File: src/rtl/ps2_digit_entry.sv
// PS/2 keyboard digit-entry controller: filtered PS/2 receiver, set-2 decoder,
// and a BCD entry buffer with backspace/escape/enter editing.
module ps2_digit_entry #(
  parameter int NUM_DIGITS  = 3,
  parameter int FILT_LEN    = 4,
  parameter int TIMEOUT_CYC = 50000
) (
  input  logic                    CLK,
  input  logic                    reset,
  input  logic                    PS2_CLK,
  input  logic                    PS2_DATA,
  output logic [4*NUM_DIGITS-1:0] oNum,
  output logic [3:0]              oDigitCnt,
  output logic                    oNumRdy,
  output logic [2:0]              oLED
);
  localparam int NW = 4*NUM_DIGITS;
  localparam int FW = $clog2(FILT_LEN+1);
  localparam int TW = $clog2(TIMEOUT_CYC+1);

  typedef enum logic [1:0] {S_IDLE, S_DATA, S_PARITY, S_STOP} rx_state_t;
  typedef enum logic [2:0] {A_NONE, A_DIGIT, A_BS, A_ENTER, A_ESC} act_t;

  logic [1:0]    clk_sync, dat_sync;
  logic          clk_filt, clk_filt_d, fall, din;
  logic [FW-1:0] filt_cnt;

  rx_state_t     state;
  logic [2:0]    bit_cnt;
  logic [7:0]    shreg, code;
  logic          par, code_vld, frame_err;
  logic [TW-1:0] tcnt;

  logic          brk, ext, committed, ovf, ferr;
  act_t          act;
  logic [3:0]    dig;
  logic [4:0]    main_d, kp_d;

  always_ff @(posedge CLK or negedge reset) begin
    if (!reset) begin
      clk_sync <= 2'b11;
      dat_sync <= 2'b11;
    end else begin
      clk_sync <= {clk_sync[0], PS2_CLK};
      dat_sync <= {dat_sync[0], PS2_DATA};
    end
  end

  // Filtered clock flips only after FILT_LEN consecutive samples disagree with it.
  always_ff @(posedge CLK or negedge reset) begin
    if (!reset) begin
      clk_filt   <= 1'b1;
      clk_filt_d <= 1'b1;
      filt_cnt   <= '0;
    end else begin
      clk_filt_d <= clk_filt;
      if (clk_sync[1] == clk_filt) filt_cnt <= '0;
      else if (filt_cnt == FW'(FILT_LEN-1)) begin
        clk_filt <= clk_sync[1];
        filt_cnt <= '0;
      end else filt_cnt <= filt_cnt + 1'b1;
    end
  end

  assign fall = clk_filt_d & ~clk_filt;
  assign din  = dat_sync[1];

  always_ff @(posedge CLK or negedge reset) begin
    if (!reset) begin
      state     <= S_IDLE;
      bit_cnt   <= '0;
      shreg     <= '0;
      par       <= 1'b0;
      code      <= '0;
      code_vld  <= 1'b0;
      frame_err <= 1'b0;
      tcnt      <= '0;
    end else begin
      code_vld  <= 1'b0;
      frame_err <= 1'b0;
      if (fall || state == S_IDLE) tcnt <= '0;
      else                         tcnt <= tcnt + 1'b1;
      case (state)
        S_IDLE:   if (fall && !din) begin
                    state   <= S_DATA;
                    bit_cnt <= '0;
                  end
        S_DATA:   if (fall) begin
                    shreg   <= {din, shreg[7:1]};
                    bit_cnt <= bit_cnt + 1'b1;
                    if (bit_cnt == 3'd7) state <= S_PARITY;
                  end
        S_PARITY: if (fall) begin
                    par   <= din;
                    state <= S_STOP;
                  end
        S_STOP:   if (fall) begin
                    if (din && (^{shreg, par})) begin
                      code_vld <= 1'b1;
                      code     <= shreg;
                    end else frame_err <= 1'b1;
                    state <= S_IDLE;
                  end
        default:  state <= S_IDLE;
      endcase
      // A stalled partial frame is abandoned and reported as a frame error.
      if (state != S_IDLE && !fall && tcnt == TW'(TIMEOUT_CYC-1)) begin
        state     <= S_IDLE;
        frame_err <= 1'b1;
        tcnt      <= '0;
      end
    end
  end

  function automatic logic [4:0] main_digit(input logic [7:0] c);
    case (c)
      8'h45: return {1'b1, 4'd0};  8'h16: return {1'b1, 4'd1};
      8'h1E: return {1'b1, 4'd2};  8'h26: return {1'b1, 4'd3};
      8'h25: return {1'b1, 4'd4};  8'h2E: return {1'b1, 4'd5};
      8'h36: return {1'b1, 4'd6};  8'h3D: return {1'b1, 4'd7};
      8'h3E: return {1'b1, 4'd8};  8'h46: return {1'b1, 4'd9};
      default: return 5'd0;
    endcase
  endfunction

  function automatic logic [4:0] kp_digit(input logic [7:0] c);
    case (c)
      8'h70: return {1'b1, 4'd0};  8'h69: return {1'b1, 4'd1};
      8'h72: return {1'b1, 4'd2};  8'h7A: return {1'b1, 4'd3};
      8'h6B: return {1'b1, 4'd4};  8'h73: return {1'b1, 4'd5};
      8'h74: return {1'b1, 4'd6};  8'h6C: return {1'b1, 4'd7};
      8'h75: return {1'b1, 4'd8};  8'h7D: return {1'b1, 4'd9};
      default: return 5'd0;
    endcase
  endfunction

  assign main_d = main_digit(code);
  assign kp_d   = kp_digit(code);

  always_comb begin
    act = A_NONE;
    dig = 4'd0;
    if (code_vld && !brk && code != 8'hF0 && code != 8'hE0) begin
      if (ext) begin
        if (code == 8'h5A) act = A_ENTER;
      end else if (main_d[4]) begin
        act = A_DIGIT;
        dig = main_d[3:0];
      end else if (kp_d[4]) begin
        act = A_DIGIT;
        dig = kp_d[3:0];
      end else begin
        case (code)
          8'h66:   act = A_BS;
          8'h5A:   act = A_ENTER;
          8'h76:   act = A_ESC;
          default: act = A_NONE;
        endcase
      end
    end
  end

  always_ff @(posedge CLK or negedge reset) begin
    if (!reset) begin
      brk <= 1'b0;
      ext <= 1'b0;
    end else if (code_vld) begin
      if (brk) begin
        brk <= 1'b0;
        ext <= 1'b0;
      end else if (code == 8'hF0) brk <= 1'b1;
      else if (code == 8'hE0)     ext <= 1'b1;
      else                        ext <= 1'b0;
    end
  end

  always_ff @(posedge CLK or negedge reset) begin
    if (!reset) begin
      oNum      <= '0;
      oDigitCnt <= '0;
      oNumRdy   <= 1'b0;
      committed <= 1'b0;
      ovf       <= 1'b0;
      ferr      <= 1'b0;
    end else begin
      oNumRdy <= 1'b0;
      case (act)
        A_DIGIT: if (committed) begin
                   oNum      <= NW'(dig);
                   oDigitCnt <= 4'd1;
                   committed <= 1'b0;
                 end else if (oDigitCnt == 4'(NUM_DIGITS)) ovf <= 1'b1;
                 else begin
                   oNum      <= NW'({oNum, dig});
                   oDigitCnt <= oDigitCnt + 1'b1;
                 end
        A_BS:    begin
                   if (oDigitCnt != 4'd0) begin
                     oNum      <= oNum >> 4;
                     oDigitCnt <= oDigitCnt - 1'b1;
                   end
                   ovf <= 1'b0;
                 end
        A_ENTER: if (oDigitCnt != 4'd0) begin
                   oNumRdy   <= 1'b1;
                   committed <= 1'b1;
                   ovf       <= 1'b0;
                   ferr      <= 1'b0;
                 end
        A_ESC:   begin
                   oNum      <= '0;
                   oDigitCnt <= '0;
                   committed <= 1'b0;
                   ovf       <= 1'b0;
                   ferr      <= 1'b0;
                 end
        default: ;
      endcase
      if (frame_err) ferr <= 1'b1;
    end
  end

  assign oLED = {(oDigitCnt != 4'd0) && !committed, ovf, ferr};
endmodule
File: config.mk
export PLATFORM = sky130hd
export DESIGN_NAME = ps2_digit_entry
export DESIGN_NICKNAME = d
export VERILOG_FILES = /design/src/rtl/ps2_digit_entry.sv
export SDC_FILE = /design/constraint.sdc
export NUM_CORES = 1
export LEC_CHECK = 0
export CORE_UTILIZATION = 44
export CTS_CLUSTER_DIAMETER = 100
export CTS_CLUSTER_SIZE = 14
export DETAILED_ROUTE_END_ITERATION = 8
export DONT_BUFFER_PORTS = 1
export HOLD_SLACK_MARGIN = 0.02
export PLACE_DENSITY = 0.61
export SYNTH_ARGS = -nofsm -noshare
export SYNTH_HDL_FRONTEND = slang
export SYNTH_SLANG_ARGS = --single-unit
File: constraint.sdc
create_clock -name CLK -period 3.19 [get_ports CLK]
set_input_delay 0.4785 -clock CLK [delete_from_list [all_inputs] [get_ports CLK]]
set_output_delay 0.4785 -clock CLK [all_outputs]
set_load 0.02 [all_outputs]
-- Word level (Yosys, flattened, before mapping)
Index checks and enable logic that the tools add are counted.
- flip-flop bits (word level): 71
- input port bits: 4
- output and inout bits: 20
- logic and storage cells: 173
- $add $sub $neg: 5
- equality and inequality tests: 53
- mux-type cells: 56
- bitwise operators: 3
- reduce and logical (&&, ||, !) cells: 35
- operators by type and width (cell ; number):
    $eq 8x7->1 const B ; 15
    $pmux 5 s10 ; 2
    $eq 8x6->1 const B ; 6
    $mux 12 ; 3
    $pmux 12 s3 ; 1
    $mux 16 ; 2
    $mux 4 ; 7
    $mux 3 ; 8
    $mux 1 ; 19
    $ne 3x3->1 const B ; 6
    $add 16x1->16 const B ; 1
    $eq 16x16->1 const B ; 1
    $eq 8x5->1 const B ; 2
    $eq 8x8->1 const B ; 2
    $ne 8x8->1 const B ; 2
    $mux 2 ; 7
    $ne 2x2->1 const B ; 6
    $pmux 4 s3 ; 1
    $reduce_and 2->1 ; 6
    $eq 3x2->1 const B ; 3
    $pmux 3 s3 ; 1
    $reduce_and 3->1 ; 3
    $reduce_bool 3->1 ; 3
    $reduce_xor 9->1 ; 1
    26 further kinds ; 44

-- Logic depth before layout (Yosys ltp)
Gate-level depths: netlist of the first run.
- word-level depth: 10
- depth in mapped cells: 10
- mapped depth without buffers: 9

-- Worst setup path after synthesis of the first run
OpenSTA, ideal clock, no wires.
- path kind: flip-flop to flip-flop
- start point: register code[3]
- end point: register oNum[5]
- library setup time: 0.125 ns
- data arrival time: 2.314 ns
- data required time: 3.065 ns
- path slack: 0.751 ns
- stages on the path, launching flop included: 10
- cell sequence: dfrtp_1 -> buf_6 -> or4b_4 -> or3b_4 -> o31ai_4 -> a211o_4 -> a21oi_4 -> nand2b_4 -> buf_6 -> mux2_4
- word-level cells in the longest chain between the ends: 9
- ends and longest elaborated chain (element ; line ; RTL):
    start, declared ; 30 ; logic [7:0] shreg, code;
    start signal, assigned ; 100 ; code <= shreg;
    $eq 8x7->1, on equally long branches ; 127, 145, 153 ;
    $pmux 5 s10 / $pmux 3 s3 (equally long branches) ; 127, 153 ;
    $mux 3 ; 149 ; end else if (kp_d[4]) begin
    $mux 3 ; 146 ; end else if (main_d[4]) begin
    $mux 3 ; 144 ; if (ext) begin
    $mux 3 * ; 143 ; if (code_vld && !brk && code != 8'hF0 && code != 8'hE0) begin
    $eq 3x1->1, or another cell as far along ; 187 ; case (act)
    $ne 3x3->1 (no source line), or another cell as far along ; - ;
    $reduce_and 3->1 (no source line) ; - ;
    end signal, assigned ; 189 ; oNum <= NW'(dig);
    end signal, assigned ; 194 ; oNum <= NW'({oNum, dig});
    end signal, assigned ; 199 ; oNum <= oNum >> 4;
    end, declared ; 12 ; output logic [4*NUM_DIGITS-1:0] oNum,
Every way passes the cells marked *; elsewhere a longest branch is shown, timed or not.
A chain may end at the register's enable or synchronous reset.

-- Worst setup path after layout of the first run
- start point: register code[6]
- end point: register oDigitCnt[3]
- word-level cells in the longest chain between the ends: 9
- ends and longest elaborated chain (element ; line ; RTL):
    $eq 8x7->1, on equally long branches ; 127, 145, 153 ;
    $pmux 5 s10 / $pmux 3 s3 (equally long branches) ; 127, 153 ;
    $mux 3 ; 149 ;
    $mux 3 ; 146 ;
    $mux 3 ; 144 ;
    $mux 3 * ; 143 ;
    $eq 3x1->1, or another cell as far along ; 187 ;
    $ne 3x3->1 (no source line), or another cell as far along ; - ;
    $reduce_and 3->1 (no source line) ; - ;
    end signal, assigned ; 195 ; oDigitCnt <= oDigitCnt + 1'b1;
    end signal, assigned ; 200 ; oDigitCnt <= oDigitCnt - 1'b1;
    end, declared ; 13 ; output logic [3:0] oDigitCnt,
Marks and branches as above.

==> impl_metrics.yaml, run 1 <==
critical_path:
  critPathMostFrequentCell: "nor2_1"
  reg2reg_from: "code[6]"
  critPathSlowestCell: "dfrtp_1"
  crit_type: "reg2reg"
  max_stage_delay_ns: 0.73
  arrival_ns: 3.05
  rrSetupSlack_ns: 0.38
  start_kind: "flop"
  path_cells: "nor2b_1 -> nand3_1 -> nor3_1 -> nor2_1 -> a221oi_1 -> nor2_1 -> a22o_1"
  crit_buf_inv: 0
  r2r-end: "oDigitCnt[3]"
  worst_ep_required_time_ns: 3.43
  critPathTopFamily: "simple AND/OR/NAND/NOR gates"
  cp_max_fo: 20
  critPathCaptureType: "flop"
  reg2regPathDepth: 7
cts:
  numCtsBuffers: 9
  cts_hold_buf: 2
  cts_tree: "done"
  clock_path_buffers: 2
  post-cts-setup-buffers: 0
  worstSkewPairLatency_ns: 0.35
  cts-resized-gates: 0
  clockRootBuffer: "clkbuf_8"
  clock_sinks: 71
  htreeDepth: 3
  clk_pin_slew_ns: 0.08
finish:
  finish.utilization_pct: 49.0
  nFillCells: 801
  drive_gt1_share_pct: 15.7
  postLayoutCellArea_sq_um: 4270
  diodes: 0
  nNetsFinal: 410
  area_growth_pct: 7.42
timing:
  setup_tns_ns: 0
  timing.final.crit_period_ns: 2.81
  max_freq_ghz: 0.356
  hold_viol: 0
  min_period_over_period_pct: 88.1
  slew_headroom_pct: 54.4
  tightest_slew_ns: 0.678
  finalSetupViolCount: 0
  fin_skew_ns: 0.00923
  drv_slew: 0
  rsz0062_at_grt: "no"
  timing.hold.ws_ns: 0.116
global_routing:
  antenna_found_initial: 0
  overflow: 0
  grt_pass1_vias: 2941
  grt_pass1_wl_mm: 14.4
  grt_util_all_layers_pct: 19.2
  grt_max_degree: 72
synth:
  yosysTopAreaCell: "dfrtp_1"
  synth.distinct_cells: 59
  synth_edf_count: 0
  syn-cell-area_sq_um: 3980
  seq_area_frac_synth_pct: 44.8
  ys_warn_count: 0
  synth_commonest_cells: "dfrtp_1 (65), nor2_1 (40), nand2_1 (31)"
  synth_seq_cells: 71
  syn_area_per_cell_sq_um: 9.90
  synth_top_flop_cell: "dfrtp_1"
  synth.area.top_cells: "dfrtp_1 (41%), mux2_2 (5.9%), dfstp_2 (4.0%)"
  yosys.cell_count.top_type: "dfrtp_1"
  synthArstFlopShare_pct: 100
  syn_nets: 416
  syn_inst: 402
  synth_top_area_share_pct: 40.9
die:
  initial_utilization_pct: 45.6
  io_pins: 24
  num_rows: 34
  dieHeight_um: 97.1
  die_w_um: 97.1
  coreArea_sq_um: 8720
  dieArea_sq_um: 9430
detailed_routing:
  via_count: 2949
  viasPerCell: 5.79
  avgRoutedWirePerCell_um: 17.1
  drt_first_pass_iters: 5
  ant_nets: 0
  wirelength_mm: 8.68
  remaining_drc_errors: 0
  drt_iter0_markers: 172
worst_hold_path:
  hp-class: "in2reg"
  hp-start: "PS2_CLK"
  min_to: "clk_sync[0]"
  hold_depth: 0
place:
  hpwl_mm: 5.83
  port_buffers: 0
  dpl_cell_area_sq_um: 4040
  gp_congestion: 0.913
power_and_ir_drop:
  ir_drop_uv: 401
  p_leak_uw: 0.00183
  power_density_nw_per_um2: 618
  power_uw: 2640
job:
  maxCapViolCount: 0
outcome:
  status: "complete, no violations"
[final cells by class]
class	instances	area, sq um	area share [%]
inverter	14	52.6	1.23
clock inverter	5	56.3	1.32
multi-input combinational	292	2020	47.3
timing repair buffer	8	82.6	1.93
tap	108	135	3.16
sequential	71	1780	41.7
clock buffer	11	141	3.31
[registers in the layout, summed over array words and instances (netlist names), 2 cells and up]
signal	flops
bit_cnt	3
clk_sync	2
code	8
dat_sync	2
filt_cnt	3
oDigitCnt	4
oNum	12
shreg	8
state	2
tcnt	16
[placed cells by master, fill, tap and decap left out, types with 7 or more instances in the layout]
master | Yosys | final
clkbuf_8 | 0 | 10
dfrtp_1 | 65 | 65
nor3_1 | 9 | 9
nor3b_1 | 11 | 11
ha_1 | 10 | 10
nand3_1 | 15 | 15
inv_1 | 14 | 14
nand2_1 | 31 | 31
o21ai_0 | 11 | 11
nand2b_1 | 7 | 7
a22o_1 | 9 | 9
xnor2_1 | 16 | 16
xor2_1 | 10 | 10
a21oi_1 | 21 | 21
nor2b_1 | 11 | 11
mux2_2 | 21 | 21
nor2_1 | 40 | 40
[through the flow]
| step | setup WS, ns | instances |
|---|---|---|
| after CTS | 0.423 | 509 |
| after global routing | 0.105 | 509 |
| final | 0.380 | 509 |
| after detailed placement | 0.424 | 491 |
| after floorplan | 0.751 | 402 |
| after global placement | 0.546 | 491 |
[cells by family after synthesis]
family                   share of synthesized area [%]
AND/OR/NAND/NOR                                   21.9
flip-flops                                        44.8
AO/OA/AOI/OAI                                     12.3
buffers and inverters                             4.34
multiplexers                                      7.83
XOR/XNOR                                          5.72
adder cells (fa/ha/maj)                           3.14
[routing by layer]
layer / routed length, um / share of wire, % / vias up / track usage, %
li1: - / - / 1407 / -
met1: 4080 / 47 / 1438 / 25.3
met2: 4030 / 46 / 87 / 30.4
met3: 416 / 4.8 / 17 / 4.75
met4: 150 / 1.7 / 0 / 7.81
met5: 0 / 0 / - / 0
[where the power goes]
group / internal [uW] / switching, uW / total (uW)
clock network: 383 / 358 / 741
registers: 1040 / 136 / 1170
logic: 326 / 401 / 727
[worst max-delay path by stage]
stage	start	end	slack, ns	cells after the start
2_1_floorplan	code[3]	oNum[5]	0.75	9
3_3_place_gp	code[0]	oDigitCnt[0]	0.55	7
3_5_place_dp	code[6]	oDigitCnt[3]	0.42	7
4_1_cts	code[6]	oDigitCnt[3]	0.42	7
5_1_grt	code[6]	oDigitCnt[3]	0.10	7
6_report	code[6]	oDigitCnt[3]	0.38	7
Power figures use the tool's default switching activity.
==> run 2, diff against run 1 <==
--- a/config.mk
+++ b/config.mk
@@ -12,6 +12,7 @@
 export DONT_BUFFER_PORTS = 1
 export HOLD_SLACK_MARGIN = 0.02
 export PLACE_DENSITY = 0.61
+export REMOVE_ABC_BUFFERS = 1
 export SYNTH_ARGS = -nofsm -noshare
 export SYNTH_HDL_FRONTEND = slang
 export SYNTH_SLANG_ARGS = --single-unit
==> run 2 against run 1 <==
Total power is 1.0% higher. Via count is 1.7% lower. Fmax is 1.5% higher. Flip-flop and latch count stayed put. Largest power group unchanged.
==> impl_metrics.yaml, run 2 (synthesized netlist as in run 1, its figures left out) <==
critical_path:
  critPathTopFamily: "simple AND/OR/NAND/NOR gates"
  critPathSlowestCell: "dfrtp_1"
  critPathMostFrequentCell: "nor2_1"
  worst_ep_required_time_ns: 3.42
  arrival_ns: 3.00
  cp_max_fo: 20
  max_stage_delay_ns: 0.71
  start_kind: "flop"
  crit_type: "reg2reg"
  crit_buf_inv: 0
  path_cells: "nor2b_1 -> nand3_1 -> nor3_1 -> nor2_1 -> a221oi_1 -> nor2_1 -> a22o_1"
  critPathCaptureType: "flop"
timing:
  fin_skew_ns: 0.00808
  setup_tns_ns: 0
  max_freq_ghz: 0.361
  timing.final.crit_period_ns: 2.77
  tightest_slew_ns: 0.690
  rsz0062_at_grt: "no"
  finalSetupViolCount: 0
  slew_headroom_pct: 53.8
  hold_viol: 0
  drv_slew: 0
  min_period_over_period_pct: 86.8
job:
  maxCapViolCount: 0
cts:
  clockRootBuffer: "clkbuf_8"
  clk_pin_slew_ns: 0.07
  cts_tree: "done"
  post-cts-setup-buffers: 0
  numCtsBuffers: 9
  worstSkewPairLatency_ns: 0.34
  clock_path_buffers: 2
  clock_sinks: 71
  htreeDepth: 3
detailed_routing:
  drt_iter0_markers: 170
  wirelength_mm: 7.87
  avgRoutedWirePerCell_um: 15.5
  drt_first_pass_iters: 4
  viasPerCell: 5.73
  ant_nets: 0
  remaining_drc_errors: 0
  via_count: 2900
global_routing:
  grtUsageMet2_pct: 29.4
  overflow: 0
  antenna_found_initial: 0
  grt_util_all_layers_pct: 17.9
  met1_usage_pct: 23.5
  busiest_layer: "met2"
  grt_pass1_vias: 2891
  grt_use_met3_pct: 4.17
  grt_max_degree: 72
  grt_pass1_wl_mm: 13.8
place:
  gp_congestion: 0.844
  place_inst: 489
  hpwl_mm: 5.32
  port_buffers: 0
finish:
  largest_reg_flops: 16
  nNetsFinal: 407
  layoutNonFillerInstCount: 506
  mostFrequentLayoutCells: "dfrtp_1 (65), nor2_1 (40), nand2_1 (31), a21oi_1 (21), mux2_2 (21)"
  largestRegisters: "tcnt: 16 flops, oNum: 12 flops"
  drive_gt1_share_pct: 15.3
  final_common_cell: "dfrtp_1"
  regMostFlops: "tcnt"
  area_growth_pct: 7.42
  diodes: 0
die:
  io_pins: 24
  coreArea_sq_um: 8720
  die_w_um: 97.1
  dieHeight_um: 97.1
  dieArea_sq_um: 9430
  num_rows: 34
  initial_utilization_pct: 45.6
power_and_ir_drop:
  power_density_nw_per_um2: 625
  p_leak_uw: 0.00182
  ir_drop_uv: 404
worst_hold_path:
  hp-class: "in2async"
outcome:
  status: "complete, no violations"
-- run 2: changes by cell type in the layout (fill, tap and decap cells not counted) --
| cell | change |
|---|---|
| buf_4 | -2 |
| clkinv_2 | -1 |
| inv_6 | -1 |
| bufinv_16 | +1 |
| clkinv_4 | +1 |
| dlygate4sd3_1 | -1 |
-- run 2: stage by stage --
| stage | setup WS (ns) | hold slack (ns) | instance area (sq um) | util (%) | total power (uW) |
|---|---|---|---|---|---|
| 2_1_floorplan | 0.707 | 0.183 | 3860 | - | 1710 |
| 3_3_place_gp | 0.497 | 0.187 | 4020 | 46.1 | 1850 |
| 3_5_place_dp | 0.460 | 0.187 | 4020 | 46.1 | 1870 |
| 4_1_cts | 0.458 | 0.0211 | 4270 | 49.0 | 2700 |
| 5_1_grt | 0.0572 | 0.0359 | 4270 | 49.0 | 2850 |
| 6_report | 0.422 | 0.0100 | 4270 | 49.0 | 2670 |
-- run 2: report_power, final --
| part | total (uW) | leakage (uW) | internal, uW | switching, uW |
|---|---|---|---|---|
| clock network | 795 | 0.000110 | 462 | 333 |
| logic | 690 | 0.000766 | 317 | 372 |
| registers | 1190 | 0.000949 | 1040 | 147 |
-- run 2: timing repair --
item | CTS | global route
resized for setup | 0 | 0
hold buffers | 1 | 0
hold endpoints to repair | 71 | 0
-- run 2: final cells by class --
class                      instances  area, sq um
clock buffer                      11          141
clock inverter                     5         81.3
fill                             812         4450
inverter                          14         52.6
multi-input combinational        292         2020
sequential                        71         1780
tap                              108          135
timing repair buffer               5         57.6
-- run 2: per-layer routing --
layer / vias up / part of all wire [%]
li1: 1402 / -
met1: 1423 / 47
met2: 68 / 47
met3: 7 / 4.8
met4: 0 / 1.2
met5: - / 0
-- run 2: path summary, 6_finish.rpt --
kind | start | cells past startpoint | endpoint | slack, ns
worst max register to register | code[6] | 7 | oDigitCnt[3] | 0.42
worst max-delay path | code[6] | 7 | oDigitCnt[3] | 0.42
worst min-delay path | reset | 1 | ovf | 0.01
min in group CLK | PS2_CLK | 0 | clk_sync[0] | 0.13
worst min register to register | clk_sync[0] | 0 | clk_sync[1] | 0.36
max in group asynchronous | reset | 1 | clk_filt_d | 2.84
-- run 2: worst register-to-register path, delay by kind of cell (launching register included) --
family | cells | cell delay [ns]
simple gates | 5 | 1.41
flops | 1 | 0.71
compound gates | 2 | 0.54
==> run 3, diff against run 2 <==
--- a/config.mk
+++ b/config.mk
@@ -12,7 +12,6 @@
 export DONT_BUFFER_PORTS = 1
 export HOLD_SLACK_MARGIN = 0.02
 export PLACE_DENSITY = 0.61
-export REMOVE_ABC_BUFFERS = 1
 export SYNTH_ARGS = -nofsm -noshare
 export SYNTH_HDL_FRONTEND = slang
 export SYNTH_SLANG_ARGS = --single-unit
==> results of run 3 <==
Same layout as run 1: the final DEF is identical, and so are final timing and power.
